**src/rtl/pipemem_pkg.sv**
```systemverilog
// Shared encodings, load-control struct and helpers for the pipeline memory / I-O stage.
package pipemem_pkg;

  localparam logic [1:0] SZ_BYTE = 2'b00;
  localparam logic [1:0] SZ_HALF = 2'b01;
  localparam logic [1:0] SZ_WORD = 2'b10;
  localparam logic [1:0] SZ_RSVD = 2'b11;

  // Everything needed one cycle later to format the load result.
  typedef struct packed {
    logic       io;
    logic       uns;
    logic [1:0] size;
    logic [1:0] lane;
  } ld_ctl_t;

  function automatic logic is_misaligned(input logic [1:0] size, input logic [1:0] a);
    case (size)
      SZ_BYTE: return 1'b0;
      SZ_HALF: return a[0];
      SZ_WORD: return |a;
      default: return 1'b1;
    endcase
  endfunction

  // Bit replicated above the loaded lane(s).
  function automatic logic ext_fill(input logic [1:0] size, input logic uns,
                                    input logic byte_msb, input logic half_msb);
    if (uns) return 1'b0;
    case (size)
      SZ_BYTE: return byte_msb;
      SZ_HALF: return half_msb;
      default: return 1'b0;
    endcase
  endfunction

endpackage

```
**src/rtl/pipemem_bram.sv**
```systemverilog
// Single-port data RAM: byte-enable write, synchronous write-first read.
module pipemem_bram #(
  parameter int DATA_W     = 32,
  parameter int DEPTH_LOG2 = 5
) (
  input  logic                  clock,
  input  logic                  reset,
  input  logic                  we,
  input  logic [DATA_W/8-1:0]   be,
  input  logic                  re,
  input  logic [DEPTH_LOG2-1:0] addr,
  input  logic [DATA_W-1:0]     wdata,
  output logic [DATA_W-1:0]     rdata
);
  localparam int LANES = DATA_W / 8;

  logic [DATA_W-1:0] mem [2**DEPTH_LOG2];
  logic [DATA_W-1:0] fwd;

  always_comb begin
    fwd = mem[addr];
    for (int i = 0; i < LANES; i++)
      if (we && be[i]) fwd[8*i +: 8] = wdata[8*i +: 8];
  end

  // Array itself is never reset; only the read register is.
  always_ff @(posedge clock) begin
    if (we)
      for (int i = 0; i < LANES; i++)
        if (be[i]) mem[addr][8*i +: 8] <= wdata[8*i +: 8];
  end

  always_ff @(posedge clock or posedge reset) begin
    if (reset)   rdata <= '0;
    else if (re) rdata <= fwd;
  end

endmodule

```
**src/rtl/pipemem_io.sv**
```systemverilog
// Pipeline memory stage: byte-addressed data RAM plus memory-mapped input/output ports.
module pipemem_io
  import pipemem_pkg::*;
#(
  parameter int DATA_W     = 32,
  parameter int DEPTH_LOG2 = 5,
  parameter int N_IN       = 2,
  parameter int N_OUT      = 4,
  parameter int IO_SEL_BIT = 7
) (
  input  logic                    clock,
  input  logic                    reset,
  input  logic                    mwmem,
  input  logic                    mrmem,
  input  logic [1:0]              msize,
  input  logic                    munsigned,
  input  logic [DATA_W-1:0]       malu,
  input  logic [DATA_W-1:0]       mb,
  input  logic [N_IN*DATA_W-1:0]  in_port,
  output logic [N_OUT*DATA_W-1:0] out_port,
  output logic [N_OUT-1:0]        out_strobe,
  output logic [DATA_W-1:0]       mmo,
  output logic                    write_datamem_enable,
  output logic                    misalign
);
  localparam int LANES = DATA_W / 8;
  localparam int IO_W  = IO_SEL_BIT - 2;

  logic                             is_io, mis, ld_en, io_wr;
  logic [DEPTH_LOG2-1:0]            ram_idx;
  logic [IO_W-1:0]                  io_idx;
  logic [LANES-1:0]                 be;
  logic [DATA_W-1:0]                wdata, io_rd, io_q, ram_q, raw;
  logic [N_IN-1:0][DATA_W-1:0]      in_a, sync1, sync2;
  logic [N_OUT-1:0][DATA_W-1:0]     out_r;
  ld_ctl_t                          ld_q;
  logic [7:0]                       byte_v;
  logic [15:0]                      half_v;
  logic                             fill;

  wire unused_hi = &{1'b0, malu[DATA_W-1:IO_SEL_BIT+1]};

  assign is_io    = malu[IO_SEL_BIT];
  assign ram_idx  = malu[2 +: DEPTH_LOG2];
  assign io_idx   = malu[2 +: IO_W];
  assign mis      = is_misaligned(msize, malu[1:0]);
  assign ld_en    = mrmem & ~mwmem & ~mis;
  assign io_wr    = mwmem & is_io & ~mis & (msize == SZ_WORD);
  assign in_a     = in_port;
  assign out_port = out_r;

  assign write_datamem_enable = mwmem & ~is_io & ~mis;

  always_comb begin
    be    = '0;
    wdata = mb;
    case (msize)
      SZ_BYTE: begin
        be    = LANES'(1) << malu[1:0];
        wdata = {LANES{mb[7:0]}};
      end
      SZ_HALF: begin
        be    = LANES'(3) << {malu[1], 1'b0};
        wdata = {(LANES/2){mb[15:0]}};
      end
      SZ_WORD: be = '1;
      default: be = '0;
    endcase
  end

  pipemem_bram #(.DATA_W(DATA_W), .DEPTH_LOG2(DEPTH_LOG2)) u_bram (
    .clock (clock),
    .reset (reset),
    .we    (write_datamem_enable),
    .be    (be),
    .re    (ld_en & ~is_io),
    .addr  (ram_idx),
    .wdata (wdata),
    .rdata (ram_q)
  );

  // I/O read map: synchronised inputs first, then read-back of the output registers.
  always_comb begin
    io_rd = '0;
    for (int k = 0; k < N_IN; k++)
      if (int'(io_idx) == k) io_rd = sync2[k];
    for (int k = 0; k < N_OUT; k++)
      if (int'(io_idx) == N_IN + k) io_rd = out_r[k];
  end

  always_ff @(posedge clock or posedge reset) begin
    if (reset) begin
      sync1 <= '0;
      sync2 <= '0;
    end else begin
      sync1 <= in_a;
      sync2 <= sync1;
    end
  end

  always_ff @(posedge clock or posedge reset) begin
    if (reset) begin
      out_r      <= '0;
      out_strobe <= '0;
      misalign   <= 1'b0;
      ld_q       <= '0;
      io_q       <= '0;
    end else begin
      out_strobe <= '0;
      misalign   <= (mwmem | mrmem) & mis;
      for (int k = 0; k < N_OUT; k++)
        if (io_wr && int'(io_idx) == k) begin
          out_r[k]      <= mb;
          out_strobe[k] <= 1'b1;
        end
      if (ld_en) begin
        ld_q <= '{io: is_io, uns: munsigned, size: msize, lane: malu[1:0]};
        if (is_io) io_q <= io_rd;
      end
    end
  end

  // Result is formatted from registered state only, so it holds until the next load.
  always_comb begin
    raw    = ld_q.io ? io_q : ram_q;
    byte_v = raw[8*ld_q.lane +: 8];
    half_v = raw[16*ld_q.lane[1] +: 16];
    fill   = ext_fill(ld_q.size, ld_q.uns, byte_v[7], half_v[15]);
    case (ld_q.size)
      SZ_BYTE: mmo = {{(DATA_W-8){fill}}, byte_v};
      SZ_HALF: mmo = {{(DATA_W-16){fill}}, half_v};
      default: mmo = raw;
    endcase
  end

endmodule

```
**config.mk**
```make
export PLATFORM = sky130hd
export DESIGN_NAME = pipemem_io
export DESIGN_NICKNAME = d
export VERILOG_FILES = /design/src/rtl/pipemem_pkg.sv /design/src/rtl/pipemem_bram.sv /design/src/rtl/pipemem_io.sv
export SDC_FILE = /design/constraint.sdc
export NUM_CORES = 2
export LEC_CHECK = 0
export ABC_AREA = 0
export CORE_MARGIN = 2
export CORE_UTILIZATION = 55
export CTS_BUF_LIST = sky130_fd_sc_hd__clkbuf_8
export DETAILED_ROUTE_END_ITERATION = 10
export PLACE_DENSITY = 0.85
export SLEW_MARGIN = 10
export SYNTH_ARGS = -nofsm -noshare
export SYNTH_HDL_FRONTEND = slang
export SYNTH_SLANG_ARGS = --single-unit
```
**constraint.sdc**
```tcl
create_clock -name clock -period 25.5 [get_ports clock]
set_clock_uncertainty 0.1 [all_clocks]
set_input_delay 5.1 -clock clock [delete_from_list [all_inputs] [get_ports clock]]
set_output_delay 5.1 -clock clock [all_outputs]
set_load 0.05 [all_outputs]
```
==> impl_metrics.py <==
metrics = {
    "clock_network": {
        "insertion_delay_ns": 0.89,
        "path_clk_slew_ns": 0.06,
        "cts_root_buffer": "clkbuf_8",
        "cts.path.max_buffers": 3,
        "clock-sinks": 1355,
        "cts_buffers": 196,
        "cts_setup_buffers": 0,
        "cts_max_level": 4,
        "hold_buffers": 0,
        "cts_resized": 0,
        "tritoncts": "yes",
    },
    "synth": {
        "yosysWarnings": 0,
        "ys_seq_area_frac": 0.720,
        "synth_top_cell_area_share": 0.567,
        "syn_area_um2": 54200,
        "syn_area_per_cell_um2": 17.3,
        "synth_top_area_cell": "edfxtp_1",
        "synth_edf_count": 1024,
        "synth.area.top_cells": "edfxtp_1, dfrtp_1, mux2i_1",
        "postSynthCellCount": 3138,
        "syn_nets": 3273,
        "synth_cell_type_count": 64,
        "synthFlopType": "edfxtp_1",
        "synth_seq_cells": 1355,
        "ys_async_sr_fraction": 0.244,
    },
    "sta": {
        "finalHoldViolCount": 0,
        "slew_headroom": 0.184,
        "rsz0062_at_grt": "false",
        "max_freq_ghz": 0.0771,
        "final_max_slew_viol_count": 0,
        "setup_viol": 0,
        "setup_slack_ns": 12.52,
        "post-route-period-util": 0.509,
        "fin_tns_setup_ns": 0,
        "post-route-min-period_ns": 12.98,
        "holdWs_ns": 0.241,
        "worstMarginPinSlew_ns": 1.22,
    },
    "setup_path": {
        "end_kind": "output pin",
        "crit_fanout": 16,
        "criticalPathCategory": "in -> out",
        "critical_path_required_ns": 20.30,
        "r2r_slack_ns": 23.67,
        "cp-start-kind": "input port",
        "critPathArrivalTime_ns": 7.78,
    },
    "placed_design": {
        "portBuffers": 276,
        "dp_hpwl_mm": 93.9,
        "dp.cells": 4545,
        "dp_slack_ns": 12.57,
        "placed_area_um2": 58000,
        "gp_congestion": 0.941,
    },
    "drt": {
        "avgRoutedWirePerCell_um": 30.5,
        "drtIter0Drc": 4935,
        "routed_wl_mm": 150,
        "drtAntennaViolNets": 0,
        "drc": 0,
        "vias_per_cell": 6.65,
        "vias": 32600,
        "dr.pass1.iters": 6,
    },
    "global_route": {
        "grt_pass1_vias": 32300,
        "antenna_found_initial": 5,
        "grt_max_degree": 112,
        "track_usage": 0.294,
        "overflow": 0,
        "grt_pass1_wl_mm": 217,
    },
    "floorplanning": {
        "start_util": 0.553,
        "die_y_um": 318,
        "die_w_um": 318,
        "fp-row-count": 115,
        "io_pins": 301,
        "core-area_um2": 98000,
        "dieArea_um2": 101000,
    },
    "job": {
        "maxCapViolCount": 0,
    },
    "run_status": {
        "status": "finished, final reports clean",
    },
    "finish": {
        "area_growth_syn_to_layout_pct": 13.7,
        "final_util": 0.629,
        "fillers": 6344,
        "mostFrequentLayoutCells": "edfxtp_1, dfrtp_1, mux2i_1",
        "multi_input_area_um2": 14100,
        "drive_gt1_frac": 0.183,
        "nets": 3591,
        "regArea_um2": 39000,
        "final_common_cell": "edfxtp_1",
        "layout.cells.non_filler": 4906,
        "design_area_um2": 61700,
    },
    "power_and_ir_drop": {
        "power.total_mw": 4.52,
        "p_leak_nw": 22.6,
        "vdd_ir_drop_max_uv": 49.4,
        "power_density_nw_per_um2": 73.4,
    },
    "hold_path": {
        "hold_path_class": "reg -> reg",
    },
}
synth_stat cells, drive strengths merged, types with 41 or more instances:
| master | n |
|---|---|
| mux4 | 115 |
| a22oi | 145 |
| mux2i | 318 |
| clkbuf | 99 |
| o41ai | 41 |
| nand2 | 82 |
| nor2 | 178 |
| edfxtp | 1024 |
| buf | 119 |
| o21ai | 85 |
| o21a | 65 |
| o31ai | 55 |
| mux2 | 167 |
| dfrtp | 331 |
| o22ai | 43 |
layout make-up:
type	instances	share of cell area
Inverter	9	0.000670
Timing Repair Buffer	338	0.0522
Sequential cell	1355	0.633
Multi-Input combinational cell	1556	0.229
Clock buffer	209	0.0467
Clock inverter	149	0.0118
Antenna cell	3	0.000122
Tap cell	1287	0.0261
critical path: stages:
cell and delay (ns):
clkdlybuf4s50_1 1.05, o21ai_1 0.24, a21oi_4 0.52, nor2_1 0.11, clkdlybuf4s50_1 0.74
where the power goes:
group          internal, mW  switching (mW)  total (mW)  leakage [nW]
clock network         0.773           0.822        1.60          2.11
logic                 0.153           0.313       0.466          7.08
registers              2.43          0.0384        2.46          13.4
total                  3.35            1.17        4.52          22.6
path summary, 6_finish.rpt:
check,from,to,cells after the start
worst min register to register,sync1[13],sync2[13],0
min in group asynchronous,reset,out_port[75],2
worst max register to register,out_port[93],io_q[29],3
worst min-delay path,sync1[13],sync2[13],0
max in group asynchronous,reset,sync1[3],4
worst max-delay path,msize[0],write_datamem_enable,5
registers in the layout, indices dropped and copies added (netlist names):
| register | flops |
|---|---|
| out_strobe | 4 |
| u_bram.mem | 1024 |
| u_bram.rdata | 32 |
| io_q | 32 |
| ld_q | 6 |
| sync2 | 64 |
| sync1 | 64 |
| out_port | 128 |
| misalign | 1 |
kinds of logic after synthesis:
group                     Yosys count  synth area share
xor gates and xnor gates            1          0.000162
buffers and inverters             227            0.0221
and+or+nand+nor                   448            0.0439
DFF                              1355             0.720
muxes                             600             0.145
AOI/OAI and AO/OA                 507            0.0686
per-layer routing:
| metal | routed length, um | vias to the layer above | GRT usage |
|---|---|---|---|
| li1 | - | 13100 | - |
| met1 | 51700 | 16400 | 0.378 |
| met2 | 69700 | 2684 | 0.460 |
| met3 | 20200 | 498 | 0.0870 |
| met4 | 8120 | 2 | 0.145 |
| met5 | 13 | - | 0 |
(Power assumes the default switching activity.)
